[config.mk]
export PLATFORM = sky130hd
export DESIGN_NAME = serial_frame_deser
export DESIGN_NICKNAME = d
export VERILOG_FILES = /design/src/rtl/serial_deser_pkg.sv /design/src/rtl/deser_shift_core.sv /design/src/rtl/serial_frame_deser.sv
export SDC_FILE = /design/constraint.sdc
export NUM_CORES = 1
export LEC_CHECK = 0
export ABC_AREA = 1
export BUFFER_PORTS_ARGS = -buffer_cell sky130_fd_sc_hd__buf_2
export CORE_MARGIN = 2
export CORE_UTILIZATION = 30
export CTS_BUF_LIST = sky130_fd_sc_hd__clkbuf_16
export CTS_CLUSTER_DIAMETER = 50
export DETAILED_ROUTE_END_ITERATION = 12
export GPL_ROUTABILITY_DRIVEN = 0
export GPL_TIMING_DRIVEN = 0
export HOLD_SLACK_MARGIN = 0.12
export PLACE_DENSITY = 0.53
export SLEW_MARGIN = 10
export SYNTH_ARGS = -nofsm -noshare
export SYNTH_HDL_FRONTEND = slang
export SYNTH_SLANG_ARGS = --single-unit
[constraint.sdc]
create_clock -name clk -period 1.5 [get_ports clk]
set_input_delay 0.225 -clock clk [delete_from_list [all_inputs] [get_ports clk]]
set_output_delay 0.225 -clock clk [all_outputs]
set_load 0.01 [all_outputs]
[src/rtl/serial_deser_pkg.sv]
`default_nettype none
// ============================================================================
//  Module      : serial_deser_pkg
//  Description : Shared types and helpers for the serial frame deserialiser:
//                FSM state encoding, bit-counter width and parameter checks.
//  Revision    : 1.0 - initial release
// ============================================================================
package serial_deser_pkg;

    // Deserialiser control states
    typedef enum logic [0:0] {
        IDLE  = 1'b0,
        SHIFT = 1'b1
    } state_t;

    // Counter must be able to hold the values 0..FRAME_W
    function automatic int cnt_width(input int frame_w);
        return $clog2(frame_w + 1);
    endfunction

    // Frame must hold at least two bits and both fields must fit inside it
    function automatic bit params_legal(input int frame_w, input int n_w, input int d_w);
        return (frame_w >= 2) && (n_w >= 1) && (d_w >= 1) && ((n_w + d_w) <= frame_w);
    endfunction

endpackage
`default_nettype wire

[src/rtl/deser_shift_core.sv]
`default_nettype none
// ============================================================================
//  Module      : deser_shift_core
//  Description : Direction-selectable serial-in shift register with
//                synchronous clear. Also exposes the value it will hold after
//                the current edge so a completed frame can be captured on the
//                same edge that accepts its last bit.
//  Revision    : 1.0 - initial release
// ============================================================================
module deser_shift_core #(
    parameter int W         = 8,
    parameter bit MSB_FIRST = 1'b1
) (
    input  logic         clk,
    input  logic         rst,
    input  logic         clr_i,
    input  logic         en_i,
    input  logic         bit_i,
    output logic [W-1:0] sr_next_o
);

    logic [W-1:0] sr_q;
    logic [W-1:0] sr_d;
    logic [W-1:0] w_shl;
    logic [W-1:0] w_shr;

    // Both shift directions are formed; the parameter picks one
    assign w_shl = {sr_q[W-2:0], bit_i};
    assign w_shr = {bit_i, sr_q[W-1:1]};

    // Next register value: clear wins, otherwise shift on enable, else hold
    always_comb begin
        sr_d = sr_q;
        if (clr_i) begin
            sr_d = '0;
        end else if (en_i) begin
            sr_d = MSB_FIRST ? w_shl : w_shr;
        end
    end

    // Shift register storage
    always_ff @(posedge clk or posedge rst) begin
        if (rst) begin
            sr_q <= '0;
        end else begin
            sr_q <= sr_d;
        end
    end

    assign sr_next_o = sr_d;

endmodule
`default_nettype wire

[src/rtl/serial_frame_deser.sv]
`default_nettype none
// ============================================================================
//  Module      : serial_frame_deser
//  Description : Shifts a serial stream into FRAME_W-bit frames, holds each
//                completed frame for a valid/ready consumer, extracts the n/d
//                fields and flags frames dropped while the hold is occupied.
//  Revision    : 1.0 - initial release
// ============================================================================
module serial_frame_deser
    import serial_deser_pkg::*;
#(
    parameter  int FRAME_W   = 8,
    parameter  int N_W       = 4,
    parameter  int D_W       = 2,
    parameter  bit MSB_FIRST = 1'b1,
    localparam int CNT_W     = cnt_width(FRAME_W)
) (
    input  logic               clk,
    input  logic               rst,
    input  logic               init,
    input  logic               ser_in,
    input  logic               shen,
    input  logic               out_ready,
    output logic               out_valid,
    output logic [FRAME_W-1:0] frame,
    output logic [N_W-1:0]     n,
    output logic [D_W-1:0]     d,
    output logic [CNT_W-1:0]   bit_cnt,
    output logic               busy,
    output logic               overrun
);

    localparam logic [CNT_W-1:0] LAST_CNT = CNT_W'(FRAME_W - 1);

    generate
        if (!params_legal(FRAME_W, N_W, D_W)) begin : g_param_check
            $error("serial_frame_deser: illegal FRAME_W/N_W/D_W combination");
        end
    endgenerate

    state_t             state_q, state_d;
    logic [CNT_W-1:0]   cnt_q, cnt_d;
    logic [FRAME_W-1:0] frame_q, frame_d;
    logic               valid_q, valid_d;
    logic               overrun_q, overrun_d;
    logic [FRAME_W-1:0] sr_next;
    logic               complete;
    logic               xfer;

    deser_shift_core #(
        .W         (FRAME_W),
        .MSB_FIRST (MSB_FIRST)
    ) u_shift (
        .clk       (clk),
        .rst       (rst),
        .clr_i     (init),
        .en_i      (shen),
        .bit_i     (ser_in),
        .sr_next_o (sr_next)
    );

    // Next-state, bit counting, completion and hold/handshake update
    always_comb begin
        state_d   = state_q;
        cnt_d     = cnt_q;
        frame_d   = frame_q;
        valid_d   = valid_q;
        overrun_d = overrun_q;
        complete  = 1'b0;
        xfer      = valid_q & out_ready;

        if (init) begin
            state_d   = IDLE;
            cnt_d     = '0;
            frame_d   = '0;
            valid_d   = 1'b0;
            overrun_d = 1'b0;
        end else begin
            if (xfer) begin
                valid_d = 1'b0;
            end
            if (shen) begin
                case (state_q)
                    IDLE: begin
                        state_d = SHIFT;
                        cnt_d   = CNT_W'(1);
                    end
                    SHIFT: begin
                        if (cnt_q == LAST_CNT) begin
                            complete = 1'b1;
                            cnt_d    = '0;
                            state_d  = IDLE;
                        end else begin
                            cnt_d = cnt_q + CNT_W'(1);
                        end
                    end
                    default: begin
                        state_d = IDLE;
                        cnt_d   = '0;
                    end
                endcase
            end
            // A frame finishing while the hold is still owned by the consumer is lost
            if (complete) begin
                if (!valid_q || xfer) begin
                    frame_d = sr_next;
                    valid_d = 1'b1;
                end else begin
                    overrun_d = 1'b1;
                end
            end
        end
    end

    // Control, counter and hold registers
    always_ff @(posedge clk or posedge rst) begin
        if (rst) begin
            state_q   <= IDLE;
            cnt_q     <= '0;
            frame_q   <= '0;
            valid_q   <= 1'b0;
            overrun_q <= 1'b0;
        end else begin
            state_q   <= state_d;
            cnt_q     <= cnt_d;
            frame_q   <= frame_d;
            valid_q   <= valid_d;
            overrun_q <= overrun_d;
        end
    end

    assign out_valid = valid_q;
    assign frame     = frame_q;
    assign n         = frame_q[N_W-1:0];
    assign d         = frame_q[N_W+D_W-1:N_W];
    assign bit_cnt   = cnt_q;
    assign busy      = (state_q == SHIFT);
    assign overrun   = overrun_q;

endmodule
`default_nettype wire

Yosys cells after proc, flatten, opt, wreduce, memory -nomap -nowiden
Cells that the tools add are included.

Flip-flop bits (word level): 23. Output and inout bits: 21. Logic and storage cells: 42.

$add $sub $neg: 1. Eq/ne operators: 2. Muxes and demuxes: 24. Bitwise logic cells: 2. Reduce and logical (&&, ||, !) cells: 7.

Operators by type and width (count): $mux W8 (5); $mux W1 (14); $mux W4 (3); $pmux W4 S2 (1); $reduce_bool A2 Y1 (3); $add A4 B1 Y4 const B (1); $eq A4 B3 Y1 const B (1); $reduce_and A2 Y1 (2); $ne A2 B2 Y1 const B (1); $pmux W1 S2 (1); $and A1 B1 Y1 (1); $logic_not A1 Y1 (1); $logic_or A1 B1 Y1 (1); $not A1 Y1 (1).

Logic depth before layout (Yosys ltp)
Gate-level depths: netlist (run 1).

Depth after elaboration: 7. Depth in mapped cells: 8.

Hierarchy
Synthesis (run 1) repeated with hierarchy kept, for this count alone.

Cells, all modules: 139. Area, all modules: 1126.1 um2.

By module, submodules not included: serial_frame_deser (times used 1, cells an instance 87, area an instance 740.7 um2, sequential area each 375.4 um2); deser_shift_core (times used 1, cells an instance 52, area an instance 385.4 um2, sequential area each 200.2 um2).

Worst setup path after synthesis (run 1)
Ideal clock, no wire load.

Path kind: register to register. Start point: register cnt_q[0], in the netlist bit_cnt[0]. End point: register frame_q[1], in the netlist frame[1]. Setup time: 0.117 ns. Arrival: 1.132 ns. Setup slack: 0.251 ns. Stages on the path, launching flop included: 9. Path buffers: 0. Path through: dfrtp_1 > ha_1 > nand2_1 > nor2_2 > nand2_2 > nand2_4 > nand2_4 > nand2_1 > nand2_1.

Longest elaborated chain between the ends: 7.

Ends and longest elaborated chain: from (decl) (line serial_frame_deser.sv:42) `logic [CNT_W-1:0] cnt_q, cnt_d;`; from (signal assigned) (line serial_frame_deser.sv:125) `cnt_q <= cnt_d;`; $eq A4 B3 Y1 (line serial_frame_deser.sv:89) `if (cnt_q == LAST_CNT) begin`; $mux W1 (line serial_frame_deser.sv:89); $mux W1 (line serial_frame_deser.sv:83) `case (state_q)`; $mux W1 (line serial_frame_deser.sv:82) `if (shen) begin`; $mux W1 (line serial_frame_deser.sv:72) `if (init) begin`; $reduce_bool A2 Y1 (no source line); $reduce_and A2 Y1 (no source line); to (signal assigned) (line serial_frame_deser.sv:126) `frame_q <= frame_d;`; to (decl) (line serial_frame_deser.sv:43) `logic [FRAME_W-1:0] frame_q, frame_d;`.

Every way passes these cells. The select of a mux whose other input is x is not followed. A chain may end at the register's enable or synchronous reset.

Worst setup path in the final report (run 1)
Start point: register cnt_q[0], in the netlist bit_cnt[0]. End point: register frame_q[5], in the netlist frame[5].

Same word-level chain as after synthesis.

==> flow_summary_export.csv, run 1 <==
group,metric,value,unit
run_status,outcome,"finished, final reports clean",
routing,ant_nets,0,
timing,fmax,0.743,GHz
setup_path,cpMaxStageDelayCell,"dfrtp_1",
synth,postSynthCellCount,123,
power_and_ir_drop,power_density,976,mW/mm²
clocking,cts_root_buf,"clkbuf_16",
grt,grt_pass1_vias,933,
final_layout,post-route-util,38.1,%
die,dieArea,0.00418,mm²
clocking,cts_buffers,3,
placed_design,numPortBuffers,26,
routing,finalWirelength,2.30,mm
grt,grt_max_degree,24,
die,die_h,64.7,µm
timing,rsz0062_at_grt,"no",
setup_path,crit_path_max_fanout,8,
synth,yosys_warnings,0,
timing,tns,0,ns
final_layout,antenna_cells,0,
timing,skew,0.00194,ns
synth,synth_area,0.00110,mm²
power_and_ir_drop,clkPwrFrac,41.8,%
power_and_ir_drop,finalPower,1.34,mW
grt,antenna_found_initial,0,
timing,finalHoldViolations,0,
power_and_ir_drop,swShare,22.4,%
setup_path,critical-path-top-delay-family,"simple AND/OR/NAND/NOR gates",
clocking,cts_tree,"yes",
power_and_ir_drop,power_frac_seq,48.9,%
setup_path,reg2reg_to,"frame[5]",
final_layout,fillers,372,
setup_path,cpPeakStageDelay,0.41,ns
setup_path,cp_common_cell,"nand2_1",
power_and_ir_drop,combPwrFrac,9.3,%
routing,firstDrtPassIters,4,
timing,worst_slew_pin_slew,0.872,ns
setup_path,critPathRequiredTime,1.64,ns
routing,via_per_inst,4.52,
grt,grt_pass1_wl,4.03,mm
run,maxCapViolations,0,
grt,grt_overflow,0,
final_layout,area_delta_synth_final,24.3,%
clocking,clkTransAtPathRegs,0.06,ns
clocking,cts_resized,0,
timing,post-route-worst-setup-slack,0.155,ns
grt,gr-usage-met3,2.60,%
setup_path,timing_worst_setup_path_type,"reg -> reg",
power_and_ir_drop,intPower,1.04,mW
final_layout,seq_area,576,µm²
timing,finalSetupViolCount,0,
synth,syn_nets,130,
timing,slew_violations,0,
clocking,clock-sinks,23,
synth,ys_types,21,
die,die_w,64.7,µm
clocking,cts.htree.levels,1,
die,initial_utilization,30.6,%
final_layout,drive_gt1_share,32.0,%
routing,wl_per_cell,11.5,µm
worst_hold_path,hold_path_class,"in -> async",
die,core_area,0.00361,mm²
routing,drt_iter0_drc,15,
synth,seq_area_frac_synth,52.1,%
setup_path,worstRegToRegCells,8,
final_layout,layout.nets,161,
timing,fin_crit_sh,89.7,%
clocking,clk_path_buf_depth,2,
clocking,clock_latency,0.25,ns
placed_design,dp_slack,0.149,ns
grt,grt_busiest_layer,"met2",
timing,fin_crit,1.35,ns
grt,track_usage,12.4,%
synth,postSynthRegisterBits,23,
setup_path,reg2reg_slack,0.15,ns
clocking,hold_buffers,0,
power_and_ir_drop,p_leak,0.755,nW
power_and_ir_drop,power.net_switching,0.300,mW
synth,postSynthAreaPerCell,8.98,µm²
clocking,postCtsSetupRepairBufs,0,
setup_path,path_cells,"ha_1 -> nand2_1 -> nor2_2 -> nand2_2 -> nand2_4 -> nand2_4 -> nand2_1 -> nand2_1",
placed_design,dp_hpwl,1.74,mm
setup_path,worst_setup_path_start_kind,"flip-flop",
timing,slew_headroom,41.8,%
timing,timing.hold.ws,0.151,ns
routing,num_vias,908,
die,ios,27,
die,rows,22,
setup_path,r2r-start,"bit_cnt[0]",
routing,drc_errors,0,
power_and_ir_drop,vdd_drop_max,354,µV
grt,grt_util_met1,15.1,%
setup_path,arrival,1.49,ns
setup_path,critPathBufInv,0,
grt,grt_use_met2,21.7,%
setup_path,crit_path_end_kind,"flip-flop",
final_layout,multiInputGateArea,428,µm²
## power by group through the flow
| stage | Combinational [mW] | Sequential, mW | Clock (mW) |
|---|---|---|---|
| 3_5_place_dp | 0.126 | 0.666 | 0 |
| 6_report | 0.125 | 0.655 | 0.561 |
| 3_3_place_gp | 0.125 | 0.665 | 0 |
| 5_1_grt | 0.142 | 0.657 | 0.602 |
| 2_1_floorplan | 0.0760 | 0.670 | 0 |
| 4_1_cts | 0.128 | 0.655 | 0.573 |
## synth_stat cells (all sizes together)
master / instances / area (µm²)
ha: 1 / 12.5
inv: 10 / 40.0
nand3: 9 / 57.6
xor2: 1 / 8.76
and2: 4 / 25.0
o21ai: 12 / 60.1
buf: 8 / 61.3
a21oi: 1 / 16.3
nand2: 36 / 165
nand4: 4 / 25.0
nor2: 14 / 57.6
dfrtp: 23 / 576
## state kept, by name, summed over array words and instances, names as in the netlist
register,cells
overrun,1
frame,8
busy,1
u_shift.sr_q,8
bit_cnt,4
out_valid,1
## cell usage in the layout (no fill, tap or decap)
cell       instances
inv_1              9
buf_4              6
clkbuf_16          3
buf_2             27
nand4_1            4
nor2_1            12
nand2_4            3
o21ai_1            3
inv_2              1
dfrtp_1           23
buf_6              1
ha_1               1
inv_4              1
nand2_1           30
o21ai_0            9
and2_1             4
xor2_1             1
nand3_4            1
a21oi_4            1
nand3_1            8
nand2_2            3
nor2_2             2
## metal layers
layer / wire length (µm) / up-vias
met5: 0 / -
met4: 29 / 0
met3: 133 / 4
met2: 1140 / 29
met1: 1000 / 426
li1: - / 449
## layout make-up
cell class / count / area share [%]
Timing Repair Buffer: 26 / 9.47
Multi-Input combinational cell: 82 / 31.1
Buffer: 8 / 4.46
Tap cell: 48 / 4.37
Clock inverter: 1 / 0.273
Sequential cell: 23 / 41.9
Inverter: 10 / 2.91
Clock buffer: 3 / 5.46
## worst max-delay path by stage
| stage | startpoint | to | depth (start not counted) |
|---|---|---|---|
| 2_1_floorplan | bit_cnt[0] | frame[1] | 8 |
| 3_5_place_dp | bit_cnt[0] | frame[5] | 8 |
| 4_1_cts | bit_cnt[0] | frame[5] | 8 |
| 6_report | bit_cnt[0] | frame[5] | 8 |
| 3_3_place_gp | bit_cnt[0] | frame[2] | 8 |
| 5_1_grt | bit_cnt[0] | frame[5] | 8 |
## metrics by stage
step | area, µm² | cells
5_1_grt | 1370 | 201
6_report | 1370 | 201
2_1_floorplan | 1100 | 123
3_3_place_gp | 1290 | 197
3_5_place_dp | 1290 | 197
4_1_cts | 1370 | 201
## cell families after synthesis
kind of cell,after synthesis,synth area share (%)
xor+xnor,1,0.793
fa+ha+maj,1,1.13
compound gates,13,6.91
flops,23,52.1
simple gates,67,29.9
buf+inv,18,9.17
No activity file was read; power rests on OpenSTA's default activity.
==> run 2, diff against run 1 <==
==> constraint.sdc (replaced) <==
create_clock -name clk -period 1.5 [get_ports clk]
set_input_delay 0.075 -clock clk [delete_from_list [all_inputs] [get_ports clk]]
set_output_delay 0.075 -clock clk [all_outputs]
set_load 0.01 [all_outputs]
==> flow_summary_export.csv, run 2 (synthesis results as in run 1) <==
group,metric,value,unit
run_status,outcome,"finished, final reports clean",
grt,grt_overflow,0,
setup_path,cpMaxStageDelayCell,"dfrtp_1",
power_and_ir_drop,swShare,22.4,%
placed_design,placed_area,0.00129,mm²
setup_path,crit_path_end_kind,"flip-flop",
die,rows,22,
die,core_area,0.00361,mm²
final_layout,final_cell_count_no_fill,203,
timing,finalHoldViolations,0,
clocking,postCtsSetupRepairBufs,0,
grt,grt_pass1_vias,944,
setup_path,crit_path_max_fanout,8,
setup_path,cpPeakStageDelay,0.41,ns
grt,grt_max_degree,24,
routing,num_vias,919,
die,initial_utilization,30.6,%
grt,antenna_found_initial,0,
setup_path,cp_common_cell,"nand2_1",
setup_path,path_cells,"ha_1 -> nand2_1 -> nor2_2 -> nand2_2 -> nand2_4 -> nand2_4 -> nand2_1 -> nand2_1",
grt,track_usage,12.5,%
final_layout,area_delta_synth_final,26.2,%
routing,drc_errors,0,
final_layout,fin_area,0.00139,mm²
final_layout,final_cell_mix,"nand2_1, buf_2, dfrtp_1, nor2_1",
final_layout,antenna_cells,0,
timing,rsz0062_at_grt,"no",
routing,finalWirelength,2.33,mm
timing,fin_crit,1.35,ns
timing,fmax,0.743,GHz
power_and_ir_drop,intPower,1.04,mW
power_and_ir_drop,vdd_drop_max,354,µV
power_and_ir_drop,power_frac_seq,48.7,%
setup_path,critPathRequiredTime,1.64,ns
clocking,cts_tree,"yes",
final_layout,layout.nets,163,
die,die_h,64.7,µm
run,maxCapViolations,0,
timing,finalSetupViolCount,0,
setup_path,worst_setup_path_start_kind,"flip-flop",
clocking,clock-sinks,23,
die,dieArea,0.00418,mm²
worst_hold_path,hold_path_class,"in -> reg",
timing,skew,0.00181,ns
power_and_ir_drop,clkPwrFrac,41.7,%
setup_path,timing_worst_setup_path_type,"reg -> reg",
power_and_ir_drop,p_leak,0.764,nW
routing,via_per_inst,4.53,
clocking,cts_root_buf,"clkbuf_16",
final_layout,fillers,370,
power_and_ir_drop,power_density,965,mW/mm²
grt,grt_pass1_wl,4.05,mm
timing,fin_crit_sh,89.7,%
timing,worst_slew_pin_slew,0.872,ns
power_and_ir_drop,power.net_switching,0.301,mW
placed_design,placed_cells,197,
placed_design,numPortBuffers,26,
clocking,clkTransAtPathRegs,0.06,ns
clocking,cts_resized,0,
clocking,hold_buffers,2,
final_layout,final_common_cell,"nand2_1",
power_and_ir_drop,combPwrFrac,9.6,%
placed_design,dp_hpwl,1.74,mm
clocking,cts_buffers,3,
timing,slew_headroom,41.8,%
clocking,cts.htree.levels,1,
routing,ant_nets,0,
final_layout,drive_gt1_share,31.6,%
timing,tns,0,ns
timing,slew_violations,0,
die,die_w,64.7,µm
routing,drt_iter0_drc,12,
setup_path,arrival,1.49,ns
clocking,clk_path_buf_depth,2,
clocking,clock_latency,0.25,ns
setup_path,reg2reg_slack,0.15,ns
routing,wl_per_cell,11.5,µm
die,ios,27,
routing,firstDrtPassIters,4,
## run 2: cell count changes in the layout (fill, tap and decap cells not counted)
cell           previous run  this run
dlygate4sd3_1             0         2
## run 2: final cells by class
cell class / instances / area (µm²) / share of cell area (%)
multi-input cells: 82 / 428 / 30.7
clock inverters: 1 / 3.75 / 0.269
plain buffers: 8 / 61.3 / 4.40
clock buffers: 3 / 75.1 / 5.39
well taps: 48 / 60.1 / 4.31
inverters: 10 / 40.0 / 2.87
flip-flops and latches: 23 / 576 / 41.3
repair buffers: 28 / 150 / 10.8
## run 2: per-stage QoR
stage                     total power, mW  hold slack, ns  util [%]  setup slack (ns)
after global routing                 1.40           0.159      38.7            0.0199
after detailed placement            0.793           0.302      35.9             0.149
after CTS                            1.36           0.149      38.7             0.141
after global placement              0.790           0.293      35.9             0.172
after floorplan                     0.746          0.0769         -             0.251
final                                1.35           0.141      38.7             0.155
## run 2: path summary, 6_finish.rpt
check	from	to	cells past startpoint
min in group asynchronous	rst	u_shift.sr_q[7]	3
hold / removal	ser_in	u_shift.sr_q[0]	3
max in group asynchronous	rst	busy	3
setup / recovery	bit_cnt[0]	frame[5]	8
hold reg to reg	frame[7]	frame[7]	2
setup reg to reg	bit_cnt[0]	frame[5]	8
## run 2: layer usage
metal	part of all wire, %	track usage [%]	up-vias
met4	1.2	3.99	0
met2	50	22.1	29
met3	5.7	2.60	4
li1	-	-	453
met1	43	15.0	433
met5	0	0	-
## run 2: worst max-delay path, delay by kind of cell (launching register included)
kind          cells  cell delay [ns]
simple gates      7             0.62
fa+ha+maj         1             0.21
flops             1             0.41
## run 2: power by group through the flow
stage	clock (mW)	sequential, mW	combinational [mW]
finish	0.561	0.655	0.129
global route	0.602	0.657	0.146
CTS	0.573	0.655	0.132
detailed placement	0	0.666	0.126
global placement	0	0.665	0.125
floorplan	0	0.670	0.0760
